## src/rtl/cc_pkg.sv

```systemverilog
// Shared condition-code types, constants and the NZP classifier.
package cc_pkg;

  typedef logic [2:0] cc_t;

  localparam cc_t CC_N     = 3'b100;
  localparam cc_t CC_Z     = 3'b010;
  localparam cc_t CC_P     = 3'b001;
  localparam cc_t CC_RESET = CC_Z;

  // Widest bus the classifier accepts; narrower buses are zero-extended.
  localparam int unsigned CC_MAX_WIDTH = 64;

  // Classify a WIDTH-bit two's-complement value. Bits at and above width must
  // be zero so that the zero test only sees the live part of the bus.
  function automatic cc_t classify(input logic [CC_MAX_WIDTH-1:0] value,
                                   input int unsigned width);
    logic [5:0] sign_idx;
    cc_t        result;
    sign_idx = 6'(width - 1);
    if (value[sign_idx])
      result = CC_N;
    else if (value == '0)
      result = CC_Z;
    else
      result = CC_P;
    return result;
  endfunction

endpackage

```

## src/rtl/cc_save_stack.sv

```systemverilog
// LIFO of condition codes saved across nested interrupt entries.
module cc_save_stack
  import cc_pkg::*;
#(
  parameter int SAVE_DEPTH = 4,
  localparam int DW = $clog2(SAVE_DEPTH + 1)
) (
  input  logic          Clk,
  input  logic          Reset_n,
  input  logic          push,
  input  logic          pop,
  input  cc_t           push_data,
  output cc_t           top_data,
  output logic [DW-1:0] depth,
  output logic          full,
  output logic          empty
);

  localparam int AW = (SAVE_DEPTH > 1) ? $clog2(SAVE_DEPTH) : 1;

  cc_t           slots [SAVE_DEPTH];
  logic [DW-1:0] depth_reg;
  logic [AW-1:0] wr_idx;
  logic [AW-1:0] rd_idx;

  // Next free slot is at depth, top of stack sits one below it.
  assign wr_idx   = depth_reg[AW-1:0];
  assign rd_idx   = AW'(depth_reg - 1'b1);
  assign top_data = slots[rd_idx];
  assign depth    = depth_reg;
  assign full     = (depth_reg == DW'(SAVE_DEPTH));
  assign empty    = (depth_reg == '0);

  // Slot storage; contents are don't-care while unoccupied, so no reset.
  always_ff @(posedge Clk) begin
    if (push && !full)
      slots[wr_idx] <= push_data;
  end

  // Occupancy counter, saturating at both ends.
  always_ff @(posedge Clk or negedge Reset_n) begin
    if (!Reset_n)
      depth_reg <= '0;
    else if (push && !full)
      depth_reg <= depth_reg + 1'b1;
    else if (pop && !empty)
      depth_reg <= depth_reg - 1'b1;
  end

endmodule

```

## src/rtl/cc_ben_unit.sv

```systemverilog
// Condition-code register, branch-enable evaluation and CC save/restore.
module cc_ben_unit
  import cc_pkg::*;
#(
  parameter int WIDTH      = 16,
  parameter int SAVE_DEPTH = 4,
  localparam int DW = $clog2(SAVE_DEPTH + 1)
) (
  input  logic             Clk,
  input  logic             Reset_n,
  input  logic [WIDTH-1:0] Bus,
  input  logic             Load_CC,
  input  logic [2:0]       IR_NZP,
  input  logic             Load_BEN,
  input  logic             Save,
  input  logic             Restore,
  output logic [2:0]       CC,
  output logic             BEN,
  output logic [DW-1:0]    Depth,
  output logic             Full,
  output logic             Empty,
  output logic             Err
);

  cc_t                    cc_reg;
  cc_t                    cc_next;
  cc_t                    top_cc;
  logic                   ben_reg;
  logic                   err_reg;
  logic                   do_push;
  logic                   do_pop;
  logic                   err_set;
  logic                   conflict;
  logic [CC_MAX_WIDTH-1:0] bus_ext;

  assign bus_ext  = CC_MAX_WIDTH'(Bus);
  assign conflict = Save && Restore;
  assign do_push  = Save && !Restore && !Full;
  assign do_pop   = Restore && !Save && !Empty;
  assign err_set  = conflict || (Save && !Restore && Full) || (Restore && !Save && Empty);

  cc_save_stack #(
    .SAVE_DEPTH(SAVE_DEPTH)
  ) u_stack (
    .Clk      (Clk),
    .Reset_n  (Reset_n),
    .push     (do_push),
    .pop      (do_pop),
    .push_data(cc_reg),
    .top_data (top_cc),
    .depth    (Depth),
    .full     (Full),
    .empty    (Empty)
  );

  // CC source priority: a successful restore, then a conflicting save/restore
  // (which freezes CC), then a bus load.
  always_comb begin
    cc_next = cc_reg;
    if (do_pop)
      cc_next = top_cc;
    else if (conflict)
      cc_next = cc_reg;
    else if (Load_CC)
      cc_next = classify(bus_ext, WIDTH);
  end

  // Condition-code register.
  always_ff @(posedge Clk or negedge Reset_n) begin
    if (!Reset_n)
      cc_reg <= CC_RESET;
    else
      cc_reg <= cc_next;
  end

  // Branch enable samples the CC currently held, never the one being loaded.
  always_ff @(posedge Clk or negedge Reset_n) begin
    if (!Reset_n)
      ben_reg <= 1'b0;
    else if (Load_BEN)
      ben_reg <= |(IR_NZP & cc_reg);
  end

  // Sticky error: overflow, underflow or a simultaneous save and restore.
  always_ff @(posedge Clk or negedge Reset_n) begin
    if (!Reset_n)
      err_reg <= 1'b0;
    else if (err_set)
      err_reg <= 1'b1;
  end

  assign CC  = cc_reg;
  assign BEN = ben_reg;
  assign Err = err_reg;

endmodule

```

## config.mk

```make
export PLATFORM = sky130hd
export DESIGN_NAME = cc_ben_unit
export DESIGN_NICKNAME = d
export VERILOG_FILES = /design/src/rtl/cc_pkg.sv /design/src/rtl/cc_save_stack.sv /design/src/rtl/cc_ben_unit.sv
export SDC_FILE = /design/constraint.sdc
export NUM_CORES = 1
export LEC_CHECK = 0
export CORE_ASPECT_RATIO = 0.75
export CORE_UTILIZATION = 47
export DETAILED_ROUTE_END_ITERATION = 7
export PLACE_DENSITY = 0.83
export SLEW_MARGIN = 20
export SYNTH_ARGS = -nofsm -noshare
export SYNTH_HDL_FRONTEND = slang
export SYNTH_SLANG_ARGS = --single-unit
```

## constraint.sdc

```tcl
create_clock -name Clk -period 3.79 [get_ports Clk]
set_clock_uncertainty 0.15 [all_clocks]
set_input_delay 0.379 -clock Clk [delete_from_list [all_inputs] [get_ports Clk]]
set_output_delay 0.379 -clock Clk [all_outputs]
set_load 0.05 [all_outputs]
```

Word-level counts from Yosys, hierarchy flattened
Memories as Yosys holds them, arrays and structs flattened.
Cells that the tools add are included.

word-level totals
  register bits = 8
  bits in writable memories = 12
  input port bits = 25
  output and inout bits = 10
  memories = 1

operators by class
  add/sub/neg operators = 2
  equality and inequality tests = 2
  multiplexer cells = 9
  bitwise logic cells = 1
  reduce and logical (&&, ||, !) cells = 21

memory list
  memory         words  bits a word  read ports  clocked after Yosys merged registers in  wr ports  RTL line             source
  u_stack.slots  4      3            1           0                                        1         cc_save_stack.sv:21  cc_t slots [SAVE_DEPTH];

operators by type and width
  kind                                               number
  zero test 64 bit                                   1
  two-way mux 3 bit                                  6
  logical AND 1 bit                                  9
  zero test 1 bit                                    4
  nonzero test 2 bit                                 2
  adder 3 x 1 -> 3 bit (second input constant)       1
  AND 3 bit                                          1
  == test 3 bit (second input constant)              1
  zero test 3 bit                                    1
  OR reduction 3 bit                                 1
  subtractor 3 x 1 -> 3 bit (second input constant)  1
  logical OR 1 bit                                   2
  two-way mux 1 bit                                  2
  two-way mux 2 bit                                  1
  != test 2 x 1 -> 1 bit (second input constant)     1
  AND reduction 2 bit                                1

Depth between registers and ports, before layout
Gate-level depths: netlist of the first run.

  depth after elaboration = 6
  mapped depth = 9
  gate-level depth less buffers = 7

Modules after synthesis
From an unflattened synthesis of the first run, not the netlist that was laid out.

unflattened totals
  cell total of the unflattened synthesis = 84
  area, all modules = 1092.3 µm²

by module, submodules not included
  module         times used  cells an instance  area an instance (µm²)
  cc_save_stack  1           47                 732.0
  cc_ben_unit    1           37                 360.3

Worst setup path after synthesis of the first run
Ideal clock, no wire load.

  kind = reg-to-reg
  from = register u_stack.depth_reg[0], in the netlist u_stack.depth[0]
  to = register cc_reg[2], in the netlist CC[2]
  library setup time = 131 ps
  arrival = 2211 ps
  data required time = 3509 ps
  slack = 1299 ps
  cell stages (with the launch flop) = 10
  path buffers = 2
  clock period less this slack = 2491 ps
  cell sequence = dfrtp_1 buf_6 inv_1 ha_1 ha_1 nor3b_2 buf_6 nand2_1 o22ai_1 a21oi_1

on the way
  longest elaborated chain between the ends = 5
  elaborated cells on any way between the ends = 9

RTL lines
  element                                                                               RTL line             source
  from (decl)                                                                           cc_save_stack.sv:22  logic [DW-1:0] depth_reg;
  from (signal assigned)                                                                cc_save_stack.sv:45  depth_reg <= depth_reg + 1'b1;
  from (signal assigned)                                                                cc_save_stack.sv:47  depth_reg <= depth_reg - 1'b1;
  zero test 3 bit (*)                                                                   cc_save_stack.sv:32  assign empty = (depth_reg == '0);
  net Empty                                                                             cc_ben_unit.sv:21    output logic Empty,
  zero test 1 bit (*)                                                                   cc_ben_unit.sv:39    assign do_pop = Restore && !Save && !Empty;
  logical AND 1 bit (*)                                                                 cc_ben_unit.sv:39
  != test 2 x 1 -> 1 bit (no source line) / nonzero test 2 bit (equally long branches)  n/a
  AND reduction 2 bit (no source line)                                                  n/a
  to (signal assigned)                                                                  cc_ben_unit.sv:73    cc_reg <= cc_next;
  to (decl)                                                                             cc_ben_unit.sv:25    cc_t cc_reg;

Mark *: on every way through the listed nets, which the timed path passes. The rest lies on a longest branch.
A chain may end at the register's enable or synchronous reset.

Worst setup path after layout of the first run
  from = register u_stack.depth_reg[0], in the netlist u_stack.depth[0]
  to = output Empty

on the way
  longest elaborated chain between the ends = 1

RTL lines
  element          RTL line
  zero test 3 bit  cc_save_stack.sv:32
  to (decl)        cc_ben_unit.sv:21

Every way passes these cells.

==> flow_summary_export.csv, run 1 <==
group,metric,value,unit
status,outcome,"finished clean",
setup_path,cpLargestDelayFamily,"buffers and inverters",
sta,fin_crit_sh,73.8,%
synthesis,synth.distinct_cells,31,
cts,cts_setup_buffers,0,
setup_path,cp_common_cell,"ha_1",
setup_path,setup.worst_path.end_class,"output port",
global_routing,grt_util_all_layers,21.2,%
synthesis,synth.area.top_cells,"edfxtp_1, dfrtp_1, ha_1",
placed_design,io_buffers,34,
final_layout,nets,142,
setup_path,crit_path_cell_trace,"inv_1 -> ha_1 -> ha_1 -> clkdlybuf4s50_1",
route,routed_wl,2.07,mm
pwr,p_int,0.000596,W
final_layout,syn2layout_area_growth,39.9,%
pwr,power_frac_seq,35.6,%
setup_path,endpoint,"Empty",
floorplan,initial_utilization,49.9,%
synthesis,netlist.area_leader.share,35.9,%
final_layout,insertedDiodeCount,0,
setup_path,regToRegStartpoint,"u_stack.depth[0]$_DFFE_PN0P_",
synthesis,syn_area,1000,um^2
global_routing,grt_max_degree,13,
sta,tns,0,ps
setup_path,rr_worst_depth,7,
pwr,power_frac_comb,46.7,%
pwr,power,0.000991,W
synthesis,netlist_instances,74,
synthesis,synthAdderAreaFrac,7.47,%
synthesis,ys_dominant_reg_cell,"edfxtp_1",
cts,insertion_delay,310,ps
final_layout,largest_register_ffs,12,
floorplan,core_region_area,2010,um^2
sta,worst_pin_slew,684,ps
route,drc_errors,0,
setup_path,cp.depth,4,
route,vias_per_cell,5.53,
global_routing,grt_pass1_vias,747,
floorplan,die_x,55.4,um
synthesis,synth_edf_count,12,
floorplan,io_pins,35,
route,drt_iter0_drc,24,
cts,path_clk_slew,110,ps
global_routing,overflow,0,
final_layout,stdcell_count,134,
cts,cts_resized,0,
synthesis,synth-simple-area-share,13.7,%
synthesis,post_synth.cell_area_avg,13.6,um^2
setup_path,crit_slowest_cell,"clkdlybuf4s50_1",
floorplan,dieArea,2330,um^2
setup_path,path_buf_inv,2,
synthesis,yosys_warnings,0,
route,wl_per_cell,15.4,um
setup_path,cp.required,3260,ps
cts,cts.sinks,20,
synthesis,synth-seq-area-share,55.9,%
final_layout,drive_above_1_share,10.0,%
sta,timing.hold.ws,213,ps
floorplan,dieHeight,42.0,um
setup_path,critPathLaunch,"u_stack.depth[0]$_DFFE_PN0P_",
final_layout,final_common_cell,"clkdlybuf4s50_1",
placed_design,post-place-cells,130,
global_routing,antenna_found_initial,0,
setup_path,arrival,2270,ps
setup_path,cp-start-kind,"flop",
route,vias,741,
pwr,power_switching,0.000396,W
sta,drv_slew,0,
placed_design,gp_congestion,0.779,
cts,htree_levels,1,
sta,finalHoldViolCount,0,
synthesis,ys_seq_elements,20,
sta,worst_slack,994,ps
pwr,p_clk_share,17.7,%
cts,cts_buffers,3,
min_path,hp-class,"input pin to asynchronous set/reset pin",
placed_design,hpwl,1.60,mm
cts,ctsHoldBuffers,0,
sta,rsz0062_at_grt,"no",
synthesis,synth-async-reset-ratio,40.0,%
synthesis,yosys.area.top_type,"edfxtp_1",
setup_path,r2r_end,"CC[0]$_DFFE_PN0P_",
pwr,leakage,0.533,nW
job,maxCapViolations,0,
cts,cts.path.max_buffers,2,
synthesis,synth_xor_area_share,0.872,%
setup_path,slowest_delay,830,ps
global_routing,grt_pass1_wl,3.59,mm
synthesis,syn_nets,105,
synthesis,synth_top_family_by_area,"simple AND/OR/NAND/NOR gates",
route,firstDrtPassIters,4,
sta,max_slew_margin,54.2,%
sta,post-route-min-period,2800,ps
final_layout,layout_common_cells,"clkdlybuf4s50_1, edfxtp_1, dfrtp_1",
synthesis,synth_compound_area_share,11.2,%
setup_path,cp_max_fo,9,
placed_design,place_ws,1320,ps
cts,cts_tree,"built",
floorplan,num_rows,14,
sta,max_clock_freq,0.358,GHz
pwr,switching_share,39.9,%
cts,cts-root-buf,"clkbuf_4",
pwr,max-vdd-ir-drop,0.564,mV
setup_path,regToRegSetupSlack,1310,ps
synthesis,synthMuxAreaShare,7.47,%
sta,setup_violations,0,
pwr,powerDensity,706,nW/um^2
setup_path,crit_type,"flop to output port",
route,drtAntennaViolNets,0,
==> routing by layer <==
metal / part of all wire, % / wire (um) / GRT usage [%]
met1: 42 / 874 / 26.9
met2: 48 / 983 / 35.2
met3: 8.1 / 168 / 4.94
met4: 2.0 / 42 / 9.00
met5: 0 / 0 / 0
==> metrics by stage <==
step           util (%)  instance area (um^2)
3_3_place_gp       67.1                  1350
3_5_place_dp       67.1                  1350
6_report           69.8                  1410
2_1_floorplan         -                  1000
5_1_grt            69.8                  1410
4_1_cts            69.8                  1410
==> cell families (layout without fill, tap and decap cells) <==
| family | Yosys count | count (layout) |
|---|---|---|
| fa+ha+maj | 6 | 6 |
| flops | 20 | 20 |
| mux | 5 | 5 |
| xor+xnor | 1 | 1 |
| buf+inv | 5 | 41 |
| compound gates | 15 | 15 |
| simple gates | 22 | 22 |
==> worst min path at each step <==
stage	start	to	slack, ps	cells past startpoint
after CTS	Reset_n	CC[0]$_DFFE_PN0P_	230	1
after detailed placement	Err$_DFFE_PN0P_	Err$_DFFE_PN0P_	320	1
after global placement	Err$_DFFE_PN0P_	Err$_DFFE_PN0P_	320	1
final	Reset_n	BEN$_DFFE_PN0P_	210	1
after floorplan	Reset_n	BEN$_DFFE_PN0P_	-70	0
after global routing	Reset_n	BEN$_DFFE_PN0P_	240	1
==> synthesized netlist by cell type (all sizes together) (2+ instances only) <==
cell type,count
buf,2
mux2i,3
edfxtp,12
nand2,3
nor4,4
dfrtp,7
and2,5
ha,6
mux4,2
nor3b,2
a21oi,4
nor2,5
inv,3
==> power by group through the flow <==
| stage | combinational [W] | sequential [W] | clock, W |
|---|---|---|---|
| after detailed placement | 0.000461 | 0.000359 | 0 |
| after CTS | 0.000466 | 0.000354 | 0.000175 |
| after floorplan | 0.000240 | 0.000440 | 0 |
| after global routing | 0.000498 | 0.000363 | 0.000186 |
| final | 0.000463 | 0.000353 | 0.000175 |
| after global placement | 0.000455 | 0.000354 | 0 |
==> cell type report <==
| cell class | instances | area [um^2] |
|---|---|---|
| multi-input combinational | 49 | 409 |
| clock buffer | 3 | 22.5 |
| tap | 24 | 30.0 |
| inverter | 3 | 11.3 |
| timing repair buffer | 34 | 340 |
| clock inverter | 1 | 30.0 |
| fill | 132 | 609 |
| sequential | 20 | 562 |
==> worst register-to-register path: stages (launching register included) <==
cell and delay, ps:
dfrtp_1 600, inv_1 150, ha_1 240, ha_1 240
nor3b_2 590, nor2_1 90, a22oi_1 220, a21oi_1 90
(Power assumes the default switching activity.)
==> inputs of run 2 (changes only) <==
- CORE_UTILIZATION: 47 -> 39
- PLACE_DENSITY: 0.83 -> 0.73
- clock period: 3.79 -> 2.4 ns (I/O delays scaled with it)
==> run 2 against run 1 <==
Against the previous run: die area rose by 20%; critical endpoint is now CC[1]; utilization shrank 11 points; wire length rose by 3.2%; sequential cell count is the same; cell count rose by 8.2%; cell area fell by 0.71%; sequential power is 59% higher; critical path depth is 3 lower; largest cell class unchanged.
==> flow_summary_export.csv, run 2 (same netlist as run 1, synthesis figures left out) <==
group,metric,value,unit
status,outcome,"finished clean",
global_routing,overflow,0,
final_layout,drive_above_1_share,12.6,%
sta,post-route-min-period,2140,ps
final_layout,multiInputGateArea,409,um^2
floorplan,dieHeight,46.0,um
floorplan,die_x,60.6,um
setup_path,crit_type,"flop to output port",
floorplan,num_rows,15,
cts,cts_resized,0,
cts,cts_setup_buffers,0,
cts,path_clk_slew,110,ps
final_layout,num-fill-cells,225,
final_layout,syn2layout_area_growth,38.9,%
final_layout,nets,143,
sta,rsz0062_at_grt,"no",
global_routing,grt_max_degree,13,
cts,htree_levels,1,
floorplan,io_pins,35,
final_layout,regArea,563,um^2
setup_path,cp_max_fo,7,
route,routed_wl,2.14,mm
global_routing,grt_pass1_vias,718,
setup_path,cpLargestDelayFamily,"buffers and inverters",
cts,cts_tree,"built",
sta,max_clock_freq,0.467,GHz
setup_path,crit_slowest_cell,"clkdlybuf4s50_1",
cts,cts.path.max_buffers,2,
sta,max_slew_margin,66.4,%
final_layout,final_common_cell,"clkdlybuf4s50_1",
cts,cts.sinks,20,
floorplan,core_region_area,2360,um^2
job,maxCapViolations,0,
sta,tns,0,ps
sta,fin_crit_sh,89.2,%
placed_design,io_buffers,34,
final_layout,largest_register_ffs,12,
global_routing,grt_util_all_layers,17.0,%
sta,finalHoldViolCount,0,
floorplan,initial_utilization,42.5,%
route,firstDrtPassIters,4,
cts,cts_buffers,3,
setup_path,slowest_delay,820,ps
pwr,power,0.00146,W
final_layout,layout_common_cells,"clkdlybuf4s50_1, edfxtp_1, dfrtp_1, ha_1, nor2_1",
placed_design,hpwl,1.67,mm
setup_path,cp-start-kind,"flop",
setup_path,path_buf_inv,1,
cts,insertion_delay,300,ps
global_routing,antenna_found_initial,0,
sta,worst_pin_slew,502,ps
pwr,max-vdd-ir-drop,0.576,mV
cts,cts-root-buf,"clkbuf_4",
setup_path,cp.required,2010,ps
route,drc_errors,0,
min_path,hp-class,"input pin to asynchronous set/reset pin",
pwr,leakage,0.528,nW
route,drt_iter0_drc,6,
route,vias_per_cell,5.10,
sta,setup_violations,0,
floorplan,dieArea,2790,um^2
cts,ctsHoldBuffers,0,
route,drtAntennaViolNets,0,
route,wl_per_cell,14.7,um
final_layout,insertedDiodeCount,0,
setup_path,crit_path_cell_trace,"clkdlybuf4s50_1",
pwr,powerDensity,1040,nW/um^2
route,vias,740,
placed_design,gp_congestion,0.819,
sta,drv_slew,0,
setup_path,setup.worst_path.end_class,"output port",
global_routing,grt_pass1_wl,3.13,mm
setup_path,arrival,1750,ps
==> run 2: where the power goes <==
part	internal (W)	total [W]	switching (W)
registers	0.000465	0.000562	0.0000963
logic	0.000308	0.000732	0.000424
clock network	0.0000607	0.000162	0.000101
total	0.000834	0.00146	0.000621
==> run 2: final timing paths <==
check	end	start	slack, ps	cells after the start
setup / recovery	CC[1]	CC[1]$_DFFE_PN1P_	260	1
hold / removal	Err$_DFFE_PN0P_	Reset_n	60	1
setup reg to reg	CC[0]$_DFFE_PN0P_	u_stack.depth[0]$_DFFE_PN0P_	370	8
hold reg to reg	Err$_DFFE_PN0P_	Err$_DFFE_PN0P_	350	1
max in group asynchronous	CC[1]$_DFFE_PN1P_	Reset_n	1720	1
min in group Clk	Err$_DFFE_PN0P_	Err$_DFFE_PN0P_	350	1
==> run 2: worst reg2reg max path: stages (launching register included) <==
cell     delay (ps)
dfrtp_2         510
inv_1           110
ha_1            220
ha_1            240
nor3b_2         160
buf_4           190
nor2_1           60
a22oi_1         180
a21oi_1          90
==> run 2: per-layer routing <==
metal / GRT usage, % / part of all wire (%) / vias up
li1: - / - / 356
met1: 18.5 / 41 / 350
met2: 30.3 / 49 / 29
met3: 5.11 / 7.7 / 5
met4: 8.18 / 1.8 / 0
met5: 0 / 0 / -
==> run 2: final cells by class <==
cell class	instances	area share [%]
Clock inverter	1	0.269
Timing Repair Buffer	35	24.6
Clock buffer	3	1.61
Sequential cell	20	40.4
Inverter	3	0.807
Multi-Input combinational cell	49	29.3
Tap cell	34	3.05
==> run 2: metrics by stage <==
stage	cell area [um^2]	utilization [%]	hold slack, ps	std cells	worst slack (ps)
2_1_floorplan	1010	-	-206	74	12.0
3_3_place_gp	1370	57.9	308	141	397
3_5_place_dp	1370	57.9	329	141	376
4_1_cts	1400	59.0	74.0	145	232
5_1_grt	1400	59.0	88.9	145	163
6_report	1400	59.0	63.4	145	258
==> inputs of run 3 (changes only) <==
- HOLD_SLACK_MARGIN: default -> 0.03
==> results of run 3 <==
No change in the layout: final DEF, timing and power equal those of run 2.
